[config.mk]
export PLATFORM = sky130hd
export DESIGN_NAME = muldiv_sequencer
export DESIGN_NICKNAME = d
export VERILOG_FILES = /design/src/rtl/muldiv_pkg.sv /design/src/rtl/muldiv_step.sv /design/src/rtl/muldiv_sequencer.sv
export SDC_FILE = /design/constraint.sdc
export NUM_CORES = 1
export LEC_CHECK = 0
export CORE_ASPECT_RATIO = 2
export CORE_MARGIN = 1.5
export CORE_UTILIZATION = 62
export DETAILED_ROUTE_END_ITERATION = 12
export GPL_TIMING_DRIVEN = 0
export PLACE_DENSITY = 0.85
export SYNTH_ARGS = -nofsm -noshare
export SYNTH_HDL_FRONTEND = slang
export SYNTH_SLANG_ARGS = --single-unit
[constraint.sdc]
create_clock -name clock -period 12.57 [get_ports clock]
set_clock_uncertainty 0.1 [all_clocks]
set_input_delay 2.514 -clock clock [delete_from_list [all_inputs] [get_ports clock]]
set_output_delay 2.514 -clock clock [all_outputs]
set_load 0.01 [all_outputs]
[src/rtl/muldiv_pkg.sv]
// Shared definitions for the iterative multiply/divide sequencer.
//   md_op_e    : request opcode encodings as presented on req_op
//   md_state_e : sequencer state encodings
// Optional feature macro used by the files importing this package:
//   MULDIV_DIV_EN - when defined, DIV/DIVU are executed; otherwise they are
//                   rejected with an 'unsupported' pulse.
package muldiv_pkg;

  typedef enum logic [1:0] {
    MD_MULT  = 2'b00,
    MD_MULTU = 2'b01,
    MD_DIV   = 2'b10,
    MD_DIVU  = 2'b11
  } md_op_e;

  typedef enum logic [1:0] {
    MD_IDLE = 2'b00,
    MD_RUN  = 2'b01,
    MD_FIX  = 2'b10
  } md_state_e;

endpackage

[src/rtl/muldiv_step.sv]
// One combinational iteration of the multiply/divide datapath.
//   hi_i, lo_i : partial accumulator {hi,lo}
//   operand_i  : multiplicand (mul) or divisor (div), unsigned
//   is_div_i   : selects trial-subtract-shift (present only with MULDIV_DIV_EN)
//   hi_o, lo_o : accumulator after this iteration
// Mul: add operand into hi when lo[0] is set, then shift {carry,hi,lo} right.
// Div: shift {hi,lo} left, trial-subtract operand from the upper part and
//      shift in the quotient bit. Removed entirely without MULDIV_DIV_EN.
module muldiv_step
  import muldiv_pkg::*;
#(
  parameter int unsigned WIDTH = 32
) (
  input  logic [WIDTH-1:0] hi_i,
  input  logic [WIDTH-1:0] lo_i,
  input  logic [WIDTH-1:0] operand_i,
`ifdef MULDIV_DIV_EN
  input  logic             is_div_i,
`endif
  output logic [WIDTH-1:0] hi_o,
  output logic [WIDTH-1:0] lo_o
);

  logic [WIDTH:0]   mul_sum;
`ifdef MULDIV_DIV_EN
  logic [WIDTH:0]   rem_sh;
  logic [WIDTH-1:0] rem_diff;
`endif

  always_comb begin
    mul_sum = {1'b0, hi_i} + (lo_i[0] ? {1'b0, operand_i} : '0);
    hi_o    = mul_sum[WIDTH:1];
    lo_o    = {mul_sum[0], lo_i[WIDTH-1:1]};
`ifdef MULDIV_DIV_EN
    rem_sh   = {hi_i, lo_i[WIDTH-1]};
    // When the trial subtract succeeds the true difference is below the
    // divisor, so its low WIDTH bits are exact.
    rem_diff = rem_sh[WIDTH-1:0] - operand_i;
    if (is_div_i) begin
      if (rem_sh >= {1'b0, operand_i}) begin
        hi_o = rem_diff;
        lo_o = {lo_i[WIDTH-2:0], 1'b1};
      end else begin
        hi_o = rem_sh[WIDTH-1:0];
        lo_o = {lo_i[WIDTH-2:0], 1'b0};
      end
    end
`endif
  end

endmodule

[src/rtl/muldiv_sequencer.sv]
// Iterative multiply/divide controller with HI/LO result registers.
//   clock, reset      : rising-edge clock, asynchronous active-high reset
//   req_valid/req_op  : op request (00 MULT, 01 MULTU, 10 DIV, 11 DIVU)
//   rs_data, rt_data  : multiplicand/dividend, multiplier/divisor
//   req_ready         : high only while idle
//   flush             : aborts the op in flight, drops a same-cycle request
//   stall_req         : pipeline hold while an op is executing
//   done              : one-cycle pulse, hi_out/lo_out updated that cycle
//   unsupported       : one-cycle pulse for DIV/DIVU when division is absent
//   hi_out, lo_out    : HI/LO result registers
// Macro MULDIV_DIV_EN enables the divider; undefined, DIV/DIVU are rejected.
module muldiv_sequencer
  import muldiv_pkg::*;
#(
  parameter int unsigned WIDTH = 32,
  parameter int unsigned CNT_W = 6
) (
  input  logic             clock,
  input  logic             reset,
  input  logic             req_valid,
  input  logic [1:0]       req_op,
  input  logic [WIDTH-1:0] rs_data,
  input  logic [WIDTH-1:0] rt_data,
  output logic             req_ready,
  input  logic             flush,
  output logic             stall_req,
  output logic             done,
  output logic             unsupported,
  output logic [WIDTH-1:0] hi_out,
  output logic [WIDTH-1:0] lo_out
);

  // The first iteration runs on the accepting edge, so RUN lasts WIDTH-1
  // cycles and FIX still completes with done in cycle WIDTH+1.
  localparam logic [CNT_W-1:0] LAST_CNT = CNT_W'(WIDTH - 2);

  md_state_e        state_q, state_d;
  logic [CNT_W-1:0] cnt_q, cnt_d;
  logic [WIDTH-1:0] acc_hi_q, acc_hi_d, acc_lo_q, acc_lo_d;
  logic [WIDTH-1:0] opnd_q, opnd_d;
  logic [WIDTH-1:0] hi_q, hi_d, lo_q, lo_d;
  logic             is_div_q, is_div_d;
  logic             sign_n_q, sign_n_d;
  logic             ready_q, ready_d, stall_q, stall_d;
  logic             done_q, done_d, unsup_q, unsup_d;
`ifdef MULDIV_DIV_EN
  logic             sign_r_q, sign_r_d;
  logic             dvz_q, dvz_d;
`endif

  md_op_e           op_e;
  logic             req_div, req_signed;
  logic [WIDTH-1:0] abs_rs, abs_rt;
  logic [WIDTH-1:0] step_hi_in, step_lo_in, step_opnd;
  logic [WIDTH-1:0] step_hi, step_lo;
  logic [2*WIDTH-1:0] prod, prod_neg;

  always_comb begin
    op_e       = md_op_e'(req_op);
    req_div    = (op_e == MD_DIV) || (op_e == MD_DIVU);
    req_signed = (op_e == MD_MULT) || (op_e == MD_DIV);
    abs_rs     = (req_signed && rs_data[WIDTH-1]) ? ('0 - rs_data) : rs_data;
    abs_rt     = (req_signed && rt_data[WIDTH-1]) ? ('0 - rt_data) : rt_data;
    if (state_q == MD_IDLE) begin
      step_hi_in = '0;
`ifdef MULDIV_DIV_EN
      step_lo_in = req_div ? abs_rs : abs_rt;
      step_opnd  = req_div ? abs_rt : abs_rs;
`else
      step_lo_in = abs_rt;
      step_opnd  = abs_rs;
`endif
    end else begin
      step_hi_in = acc_hi_q;
      step_lo_in = acc_lo_q;
      step_opnd  = opnd_q;
    end
  end

  muldiv_step #(.WIDTH(WIDTH)) u_step (
    .hi_i      (step_hi_in),
    .lo_i      (step_lo_in),
    .operand_i (step_opnd),
`ifdef MULDIV_DIV_EN
    .is_div_i  ((state_q == MD_IDLE) ? req_div : is_div_q),
`endif
    .hi_o      (step_hi),
    .lo_o      (step_lo)
  );

  always_comb begin
    state_d  = state_q;
    cnt_d    = cnt_q;
    acc_hi_d = acc_hi_q;
    acc_lo_d = acc_lo_q;
    opnd_d   = opnd_q;
    hi_d     = hi_q;
    lo_d     = lo_q;
    is_div_d = is_div_q;
    sign_n_d = sign_n_q;
    done_d   = 1'b0;
    unsup_d  = 1'b0;
`ifdef MULDIV_DIV_EN
    sign_r_d = sign_r_q;
    dvz_d    = dvz_q;
`endif
    prod     = {acc_hi_q, acc_lo_q};
    prod_neg = '0 - prod;

    case (state_q)
      MD_IDLE: begin
        if (!flush && req_valid) begin
          is_div_d = req_div;
`ifndef MULDIV_DIV_EN
          if (req_div) begin
            unsup_d = 1'b1;
            state_d = MD_FIX;
          end else begin
`else
          begin
            sign_r_d = req_signed & rs_data[WIDTH-1];
            dvz_d    = (rt_data == '0);
`endif
            opnd_d   = step_opnd;
            acc_hi_d = step_hi;
            acc_lo_d = step_lo;
            sign_n_d = req_signed & (rs_data[WIDTH-1] ^ rt_data[WIDTH-1]);
            cnt_d    = '0;
            state_d  = MD_RUN;
          end
        end
      end
      MD_RUN: begin
        if (flush) begin
          state_d = MD_IDLE;
        end else begin
          acc_hi_d = step_hi;
          acc_lo_d = step_lo;
          cnt_d    = cnt_q + 1'b1;
          if (cnt_q == LAST_CNT) state_d = MD_FIX;
        end
      end
      MD_FIX: begin
        state_d = MD_IDLE;
        if (!flush) begin
          if (!is_div_q) begin
            {hi_d, lo_d} = sign_n_q ? prod_neg : prod;
            done_d       = 1'b1;
          end
`ifdef MULDIV_DIV_EN
          else begin
            // Divide by zero keeps the raw all-ones quotient; the remainder
            // sign fix still restores HI to the original dividend.
            lo_d   = (sign_n_q && !dvz_q) ? ('0 - acc_lo_q) : acc_lo_q;
            hi_d   = sign_r_q ? ('0 - acc_hi_q) : acc_hi_q;
            done_d = 1'b1;
          end
`endif
        end
      end
      default: state_d = MD_IDLE;
    endcase

    ready_d = (state_d == MD_IDLE);
    stall_d = (state_d == MD_RUN) || ((state_d == MD_FIX) && !unsup_d);
  end

  always_ff @(posedge clock or posedge reset) begin
    if (reset) begin
      state_q  <= MD_IDLE;
      cnt_q    <= '0;
      acc_hi_q <= '0;
      acc_lo_q <= '0;
      opnd_q   <= '0;
      hi_q     <= '0;
      lo_q     <= '0;
      is_div_q <= 1'b0;
      sign_n_q <= 1'b0;
      ready_q  <= 1'b1;
      stall_q  <= 1'b0;
      done_q   <= 1'b0;
      unsup_q  <= 1'b0;
`ifdef MULDIV_DIV_EN
      sign_r_q <= 1'b0;
      dvz_q    <= 1'b0;
`endif
    end else begin
      state_q  <= state_d;
      cnt_q    <= cnt_d;
      acc_hi_q <= acc_hi_d;
      acc_lo_q <= acc_lo_d;
      opnd_q   <= opnd_d;
      hi_q     <= hi_d;
      lo_q     <= lo_d;
      is_div_q <= is_div_d;
      sign_n_q <= sign_n_d;
      ready_q  <= ready_d;
      stall_q  <= stall_d;
      done_q   <= done_d;
      unsup_q  <= unsup_d;
`ifdef MULDIV_DIV_EN
      sign_r_q <= sign_r_d;
      dvz_q    <= dvz_d;
`endif
    end
  end

  assign req_ready   = ready_q;
  assign stall_req   = stall_q;
  assign done        = done_q;
  assign unsupported = unsup_q;
  assign hi_out      = hi_q;
  assign lo_out      = lo_q;

endmodule

Word-level counts from Yosys, hierarchy flattened:

Index checks and enable logic that the tools add are counted.

* add/subtract/negate cells: 5
* equality and inequality tests: 10
* mux-type cells: 30
* bitwise logic cells: 5
* reductions and logical operators: 17

Operator list (count)
* $mux 32: 12
* $pmux 32 s2: 2
* $mux 64: 1
* $sub 1x32->32 const A: 2
* $sub 1x64->64 const A: 1
* $add 32x33->33: 1
* $mux 6: 3
* $pmux 6 s2: 1
* $eq 2x2->1 const B: 4
* $mux 2: 4
* $add 6x1->6 const B: 1
* $eq 6x5->1 const B: 1
* $logic_not 2->1: 3
* $mux 1: 6
* $reduce_and 3->1: 2
* $eq 2x1->1 const B: 2
* $logic_and 1x1->1: 4
* $ne 2x2->1 const B: 2
* $pmux 2 s2: 1
* $reduce_and 4->1: 1
* $logic_or 1x1->1: 3
* $not 1->1: 3
* $logic_not 1->1: 2
* $ne 2x1->1 const B: 1
* other kinds (4): 4

* bits in registers: 174
* word-level logic and storage cells: 80

Logic depth before layout (Yosys ltp):

Gate-level depths: netlist of the first run.

* word-level depth: 10
* gate-level depth with buffers: 18
* depth with buffers taken out: 17

Cells and area by module:

From an unflattened synthesis of the first run, not the netlist that was laid out.

* cells, all modules: 1405
* area total of the unflattened synthesis: 12295.5 um^2

By module, submodules not included
* muldiv_sequencer: times used 1, cells each 1110, area each 10108.4 um^2, sequential area each 4355.4 um^2
* muldiv_step: times used 1, cells each 295, area each 2187.1 um^2, sequential area each 0.0 um^2

Least setup slack after synthesis of the first run:

Ideal clock, no wire load.

* path type: input to register
* start: in rs_data[10]
* end: reg acc_hi_q[27]
* data arrival time: 5869 ps
* path slack: 6470 ps
* stages on the path: 16
* cell sequence: or4_1 -> nor3_1 -> nand2_1 -> nor3_1 -> a31oi_1 -> xnor2_1 -> a211oi_1 -> ha_1 -> clkbuf_1 -> a21o_1 -> a21o_1 -> a21oi_1 -> nand2b_1 -> o31ai_1 -> nor4b_1 -> nor3_1

* longest elaborated chain between the ends: 8
* elaborated cells on any way between the ends: 9
* classes of those cells: add/sub: 2; mux: 7

RTL lines
* from (decl): line muldiv_sequencer.sv:22 `input logic [WIDTH-1:0] rs_data,`
* $sub 1x32->32: line muldiv_sequencer.sv:62 `abs_rs = (req_signed && rs_data[WIDTH-1]) ? ('0 - rs_data) : rs_data;`
* $mux 32 (*): line muldiv_sequencer.sv:62
* $mux 32 (*): line muldiv_sequencer.sv:64 `if (state_q == MD_IDLE) begin`
* $mux 32 (*): line muldiv_step.sv:31 `mul_sum = {1'b0, hi_i} + (lo_i[0] ? {1'b0, operand_i} : '0);`
* $add 32x33->33 (*): line muldiv_step.sv:31
* $mux 32: line muldiv_sequencer.sv:115 `if (req_div) begin`
* $mux 32: line muldiv_sequencer.sv:112 `if (!flush && req_valid) begin`
* $pmux 32 s2 (*): line muldiv_sequencer.sv:110 `case (state_q)`
* to (signal assigned): line muldiv_sequencer.sv:190 `acc_hi_q <= acc_hi_d;`
* to (decl): line muldiv_sequencer.sv:39 `logic [WIDTH-1:0] acc_hi_q, acc_hi_d, acc_lo_q, acc_lo_d;`

Every way passes the cells marked *; elsewhere a longest branch is shown, timed or not. The select of a mux whose other input is x is not followed.
A chain may end at the register's enable or synchronous reset.

Worst setup path after layout of the first run:

* start: in req_op[0]
* end: reg acc_hi_q[30]

* longest elaborated chain between the ends: 10
* elaborated cells on any way between the ends: 19
* classes of those cells: add/sub: 1; eq/ne: 3; mux: 9; reduce/logical: 6

RTL lines
* from (decl): line muldiv_sequencer.sv:21 `input logic [1:0] req_op,`
* $eq 2x2->1 or $logic_not 2->1 (tied branches): line muldiv_sequencer.sv:60, muldiv_sequencer.sv:61
* $logic_or 1x1->1: line muldiv_sequencer.sv:61 `req_signed = (op_e == MD_MULT) || (op_e == MD_DIV);`
* $logic_and 1x1->1, on equally long branches: line muldiv_sequencer.sv:62, muldiv_sequencer.sv:63
* $mux 32, on equally long branches: line muldiv_sequencer.sv:62, muldiv_sequencer.sv:63
* $mux 32: line muldiv_sequencer.sv:64
* $mux 32: line muldiv_step.sv:31
* $add 32x33->33: line muldiv_step.sv:31
* $mux 32: line muldiv_sequencer.sv:115
* $mux 32: line muldiv_sequencer.sv:112
* $pmux 32 s2: line muldiv_sequencer.sv:110

Parallel ways exist; a longest one is shown, timed or not. The select of a mux whose other input is x is not followed.

==> flow_summary_export.csv, run 1 <==
group,metric,value,unit
floorplanning,rows,71,
floorplanning,coreArea,0.01874,mm^2
cts,clkTransAtPathRegs,0.07,ns
sta,tightestPinTransition,1.174,ns
final_layout,diodes,0,
cts,cts_tree,"built",
cts,post_cts_buffers,0,
critical_path,reg2reg_from,"state_q[0]",
placed_design,dp_hpwl,30330,um
global_routing,grt_pass1_wl,60730,um
final_layout,regArea,0.004355,mm^2
floorplanning,die_x,100.5,um
final_layout,instances_no_fill,1877,
hold_path,min_to,"lo_out[0]",
synthesis,ys_types,68,
critical_path,regToRegEndpoint,"acc_hi_q[30]",
floorplanning,fp.dieArea,0.01991,mm^2
route,firstDrtPassIters,8,
placed_design,dpl-instance-area,0.01352,mm^2
final_layout,stdcell_area,0.01412,mm^2
run,cap_violations,0,
hold_path,min_from,"lo_out[0]",
route,route.antenna.remaining_nets,0,
final_layout,drive_gt1_share,3.637,%
sta,fin_ws,4.819,ns
critical_path,path_class,"input pin to register",
placed_design,place_ws,4.340,ns
cts,clock-sinks,174,
sta,min_period,7.751,ns
floorplanning,die_y,198.1,um
sta,clock.fmax,129.0,MHz
synthesis,netlist_area,0.01179,mm^2
synthesis,syn-num-nets,1560,
cts,clk_latency,0.46,ns
final_layout,most-common-layout-cells,"nand2_1, dfrtp_1, o21ai_0",
synthesis,yosysWarningCount,0,
sta,final_hold_viol_count,0,
route,routedWlPerCell,20.60,um
route,vias,11800,
synthesis,ys_seq_elements,174,
global_routing,grt_pass1_vias,11730,
synthesis,synth-async-reset-ratio,100.0,%
cts,htree_levels,4,
outcome,status,"finished, final reports clean",
route,first_iter_violations,870,
route,remaining_drc_errors,0,
global_routing,grt_max_degree,131,
critical_path,worstRegToRegCells,13,
final_layout,multi_input_area,0.006963,mm^2
global_routing,antenna_found_initial,0,
critical_path,crit_fanout,10,
sta,fin_crit_sh,61.66,%
cts,cts_resized,0,
global_routing,grt.overflow.total,0,
sta,tns,0,ns
final_layout,final_common_cell,"nand2_1",
floorplanning,ioPinCount,138,
final_layout,fillers,1385,
cts,cts_buffer_depth,2,
global_routing,grt_use_total,40.44,%
route,drt-vias-per-instance,6.289,
synthesis,synth_edf_count,0,
cts,holdBufCountCts,0,
synthesis,ys_seq_area_share,36.93,%
sta,finalSetupViolCount,0,
route,wirelength,38670,um
placed_design,io_buffers,137,
sta,slew_violations,0,
power,power_density,177.0,mW/mm^2
hold_path,hold_class,"register to register",
placed_design,dp_cells,1845,
power,p_leak,5.930,nW
final_layout,nets,1717,
synthesis,avgSynthCellArea,8.122,um^2
placed_design,place_congestion,0.9716,
cts,numCtsBuffers,17,
final_layout,fin_util,75.32,%
critical_path,arrival,8.03,ns
synthesis,synthFlopType,"dfrtp_1",
hold_path,holdPathStages,2,
sta,rsz0062_at_grt,"false",
floorplanning,start_util,62.92,%
critical_path,crit_path_end_kind,"register",
critical_path,r2r_setup_slack,7.11,ns
critical_path,cp-start-kind,"input pin",
cts,root_buffer,"clkbuf_16",
sta,slew_headroom,20.64,%
final_layout,area_growth,19.71,%
power,vdd_ir_drop_max,0.1141,mV
synthesis,synth_cells,1452,
critical_path,cp.required,12.85,ns
stage by stage:
stage          power (W)  hold WS, ns
6_report        0.002499       0.3752
5_1_grt         0.002634       0.3966
4_1_cts         0.002482       0.3788
3_5_place_dp    0.001940       0.3638
3_3_place_gp    0.001903       0.3519
2_1_floorplan   0.001476       0.3382
registers in the layout, indices dropped and copies added (netlist names):
name,flops
state_q,2
acc_hi_q,32
opnd_q,32
is_div_q,1
cnt_q,6
hi_out,32
unsupported,1
req_ready,1
lo_out,32
stall_req,1
done,1
sign_n_q,1
acc_lo_q,32
final cells by class:
class                      instances  area share [%]
multi-input combinational       1160           49.32
clock inverter                     7          0.7267
clock buffer                      25           3.509
tap                              255           2.260
timing repair buffer             138           9.908
sequential                       174           30.85
inverter                          31          0.8774
buffer                            87           2.552
worst max-delay path, stage by stage:
cell	delay, ns
clkdlybuf4s50_1	0.69
nand2b_1	0.16
clkbuf_1	0.41
clkbuf_1	0.47
nor2_1	0.12
xnor2_1	0.17
a211oi_1	0.75
ha_1	0.35
and3_1	0.22
and4_1	0.20
o21ai_0	0.21
a2111oi_1	1.06
o31ai_1	0.30
a21o_1	0.24
a31oi_1	0.15
worst max-delay path by stage:
| stage | endpoint | depth (start not counted) | slack [ns] | from |
|---|---|---|---|---|
| floorplan | acc_hi_q[0] | 1 | 5.24 | reset |
| global placement | cnt_q[4] | 2 | 3.10 | reset |
| detailed placement | acc_hi_q[26] | 15 | 4.34 | req_op[0] |
| CTS | acc_hi_q[26] | 15 | 4.77 | req_op[0] |
| global route | acc_hi_q[26] | 15 | 4.55 | req_op[0] |
| finish | acc_hi_q[30] | 15 | 4.82 | req_op[0] |
Yosys cell counts, types with 5 or more instances:
library cell  instances  area, um^2
a211oi_1             34       255.2
ha_1                 37       462.9
a31oi_1              19       118.9
nor3_1               38       190.2
and3_1               10       62.56
xnor2_1              51       446.7
and2_1               36       225.2
dfrtp_1             173        4329
o21ai_0             166       830.8
o22ai_1               9       56.30
or4_1                14       105.1
a221oi_1              6       52.55
o41ai_1              10       87.58
nor4_1               17       106.4
nand3_1              12       60.06
o31ai_1              35       262.8
inv_1                30       112.6
nand4_1               9       56.30
nand2b_1             11       68.82
o21a_1                5       37.54
a21o_1               22       165.2
nor2b_1              10       62.56
or3_1                14       87.58
nand4b_1              5       43.79
clkbuf_1             77       289.0
o211ai_1              9       67.56
xor2_1               83       727.0
nor2_1              124       465.5
nand2_1             222       833.3
a21oi_1              88       440.4
power by group:
group | switching [W] | leakage, nW | internal (W)
clock | 0.000231 | 0.282 | 0.000316
sequential | 0.000204 | 2.18 | 0.000760
combinational | 0.000538 | 3.47 | 0.000451
total | 0.000973 | 5.93 | 0.00153
cell families after synthesis:
kind of cell / share of synthesized area (%)
xor+xnor: 9.951
fa+ha+maj: 4.095
compound gates: 22.27
mux: 0.2546
simple gates: 22.46
buf+inv: 4.042
flops: 36.93
metal layers:
metal	vias up	routed length [um]	global-route usage [%]
met1	5515	13020	40.89
met5	-	0	0
met3	201	2386	8.260
met4	0	3707	34.12
met2	598	19550	69.79
li1	5490	-	-
(Power assumes the default switching activity.)
==> run 2, diff against run 1 <==
--- a/config.mk
+++ b/config.mk
@@ -7,10 +7,10 @@
 export LEC_CHECK = 0
 export CORE_ASPECT_RATIO = 2
 export CORE_MARGIN = 1.5
-export CORE_UTILIZATION = 62
+export CORE_UTILIZATION = 57
 export DETAILED_ROUTE_END_ITERATION = 12
 export GPL_TIMING_DRIVEN = 0
-export PLACE_DENSITY = 0.85
+export PLACE_DENSITY = 0.79
 export SYNTH_ARGS = -nofsm -noshare
 export SYNTH_HDL_FRONTEND = slang
 export SYNTH_SLANG_ARGS = --single-unit
==> constraint.sdc (replaced) <==
create_clock -name clock -period 8.05 [get_ports clock]
set_clock_uncertainty 0.1 [all_clocks]
set_input_delay 1.61 -clock clock [delete_from_list [all_inputs] [get_ports clock]]
set_output_delay 1.61 -clock clock [all_outputs]
set_load 0.01 [all_outputs]
==> run 2 against run 1 <==
Effect of this change:
- sequential power rose by 56%
- final area barely moved
- routed wire length rose by 0.91%
- sequential share of layout area barely moved
- critical path type unchanged
- core utilization fell by 5.9 points
- largest cell class unchanged
- die area rose by 8.6%
- sequential cell count did not move
- register-to-register slack got worse by 4.8 ns
==> flow_summary_export.csv, run 2 (synthesis results as in run 1) <==
group,metric,value,unit
sta,slew_violations,0,
route,first_iter_violations,786,
sta,final_hold_viol_count,0,
route,vias,11670,
global_routing,grt.overflow.total,0,
cts,post_cts_buffers,0,
power,vdd_ir_drop_max,0.1814,mV
global_routing,grt_pass1_wl,61450,um
hold_path,hold_class,"register to register",
global_routing,grt_pass1_vias,11640,
global_routing,grt_use_total,37.43,%
route,firstDrtPassIters,7,
final_layout,diodes,0,
critical_path,r2r_setup_slack,2.33,ns
final_layout,final_common_cell,"nand2_1",
critical_path,path_cells,"clkdlybuf4s50_1 > nand2b_1 > clkbuf_1 > clkbuf_1 > nor2_1 > xnor2_1 > a211oi_1 > ha_1 > and3_1 > and4_1 > o21ai_0 > a2111oi_0 > o21ai_0 > and3_1 > o31ai_1",
sta,min_period,6.972,ns
placed_design,place_congestion,0.9955,
power,total_power,0.003890,W
hold_path,min_to,"opnd_q[22]",
sta,fin_crit_sh,86.61,%
sta,finalSetupViolCount,0,
final_layout,area_growth,19.83,%
sta,clock.fmax,143.4,MHz
floorplanning,die_y,206.4,um
floorplanning,fp.dieArea,0.02161,mm^2
route,routedWlPerCell,20.68,um
critical_path,cp-start-kind,"input pin",
cts,cts_tree,"built",
cts,cts_resized,0,
final_layout,nets,1717,
critical_path,regToRegEndpoint,"acc_hi_q[26]",
power,p_leak,5.939,nW
placed_design,dp_hpwl,30950,um
final_layout,drive_gt1_share,3.763,%
critical_path,worstRegToRegCells,13,
floorplanning,coreArea,0.02037,mm^2
critical_path,slowest_delay,1.17,ns
outcome,status,"finished, final reports clean",
critical_path,crit_family,"compound AO/OA/AOI/OAI gates",
cts,numCtsBuffers,17,
route,route.antenna.remaining_nets,0,
route,wirelength,39020,um
cts,root_buffer,"clkbuf_16",
sta,slew_headroom,11.65,%
floorplanning,ioPinCount,138,
final_layout,stdcell_area,0.01413,mm^2
hold_path,min_from,"opnd_q[22]",
route,drt-vias-per-instance,6.184,
floorplanning,rows,74,
critical_path,arrival,7.23,ns
hold_path,holdPathStages,2,
final_layout,most-common-layout-cells,"nand2_1, dfrtp_1, o21ai_0",
critical_path,cp.buffers_inverters,3,
critical_path,crit_start,"req_op[0]",
floorplanning,start_util,57.90,%
cts,clkTransAtPathRegs,0.07,ns
cts,clock-sinks,174,
critical_path,path_class,"input pin to register",
critical_path,cpMaxStageDelayCell,"a2111oi_0",
placed_design,dpl-instance-area,0.01353,mm^2
run,cap_violations,0,
floorplanning,die_x,104.7,um
global_routing,grt_max_degree,111,
cts,clk_latency,0.46,ns
critical_path,crit_fanout,10,
sta,rsz0062_at_grt,"false",
critical_path,reg2reg_from,"state_q[0]",
global_routing,antenna_found_initial,0,
critical_path,cp.required,8.31,ns
final_layout,fillers,1731,
critical_path,crit_path_end_kind,"register",
cts,cts_buffer_depth,2,
sta,tightestPinTransition,1.292,ns
route,remaining_drc_errors,0,
sta,tns,0,ns
cts,holdBufCountCts,0,
cts,htree_levels,4,
placed_design,io_buffers,137,
power,power_density,275.2,mW/mm^2
-- run 2: changes by cell type in the layout (fill, tap and decap cells not counted) --
cell and delta:
a2111oi_0 +1, clkinvlp_4 -2, inv_6 +4, clkbuf_8 -1
clkinv_4 +2, clkbuf_1 -3, a2111oi_1 -1, inv_8 -1
-- run 2: per-layer routing --
metal	wire, um	up-vias	track usage [%]
met3	1923	195	6.528
met1	13390	5459	37.05
met5	0	-	0
li1	-	5476	-
met4	3389	0	30.28
met2	20310	540	68.02
-- run 2: final cells by class --
| class | instances | area [um^2] | share of cell area, % |
|---|---|---|---|
| Buffer | 87 | 360.3 | 2.550 |
| Clock buffer | 21 | 470.5 | 3.329 |
| Clock inverter | 10 | 128.9 | 0.9119 |
| Inverter | 31 | 123.9 | 0.8765 |
| Multi-Input combinational cell | 1160 | 6962 | 49.26 |
| Sequential cell | 174 | 4355 | 30.82 |
| Tap cell | 266 | 332.8 | 2.355 |
| Timing Repair Buffer | 138 | 1399 | 9.898 |
-- run 2: how the worst max path moves through the flow --
stage | endpoint | slack [ns] | cells past startpoint
2_1_floorplan | acc_hi_q[0] | 1.62 | 1
3_3_place_gp | cnt_q[5] | -0.66 | 2
3_5_place_dp | acc_hi_q[26] | 0.75 | 15
4_1_cts | acc_hi_q[26] | 1.20 | 15
5_1_grt | acc_hi_q[26] | 0.83 | 14
6_report | acc_hi_q[26] | 1.08 | 15
-- run 2: where the power goes --
group	switching, W	internal, W	total [W]
clock	0.000374	0.000485	0.000859
sequential	0.000316	0.00119	0.00150
combinational	0.000826	0.000703	0.00153
total	0.00152	0.00237	0.00389
-- run 2: tightest hold or removal path: stages, from the launching register on --
cell,delay (ns)
dfrtp_1,0.34
nand2_1,0.05
nand2_1,0.05
-- run 2: stage by stage --
stage | hold WS, ns | std cells | setup WS (ns) | utilization (%)
2_1_floorplan | 0.3382 | 1452 | 1.625 | -
3_3_place_gp | 0.3549 | 1855 | -0.6628 | 66.27
3_5_place_dp | 0.3621 | 1856 | 0.7531 | 66.44
4_1_cts | 0.3787 | 1887 | 1.199 | 69.38
5_1_grt | 0.4013 | 1887 | 0.8287 | 69.38
6_report | 0.3767 | 1887 | 1.078 | 69.38
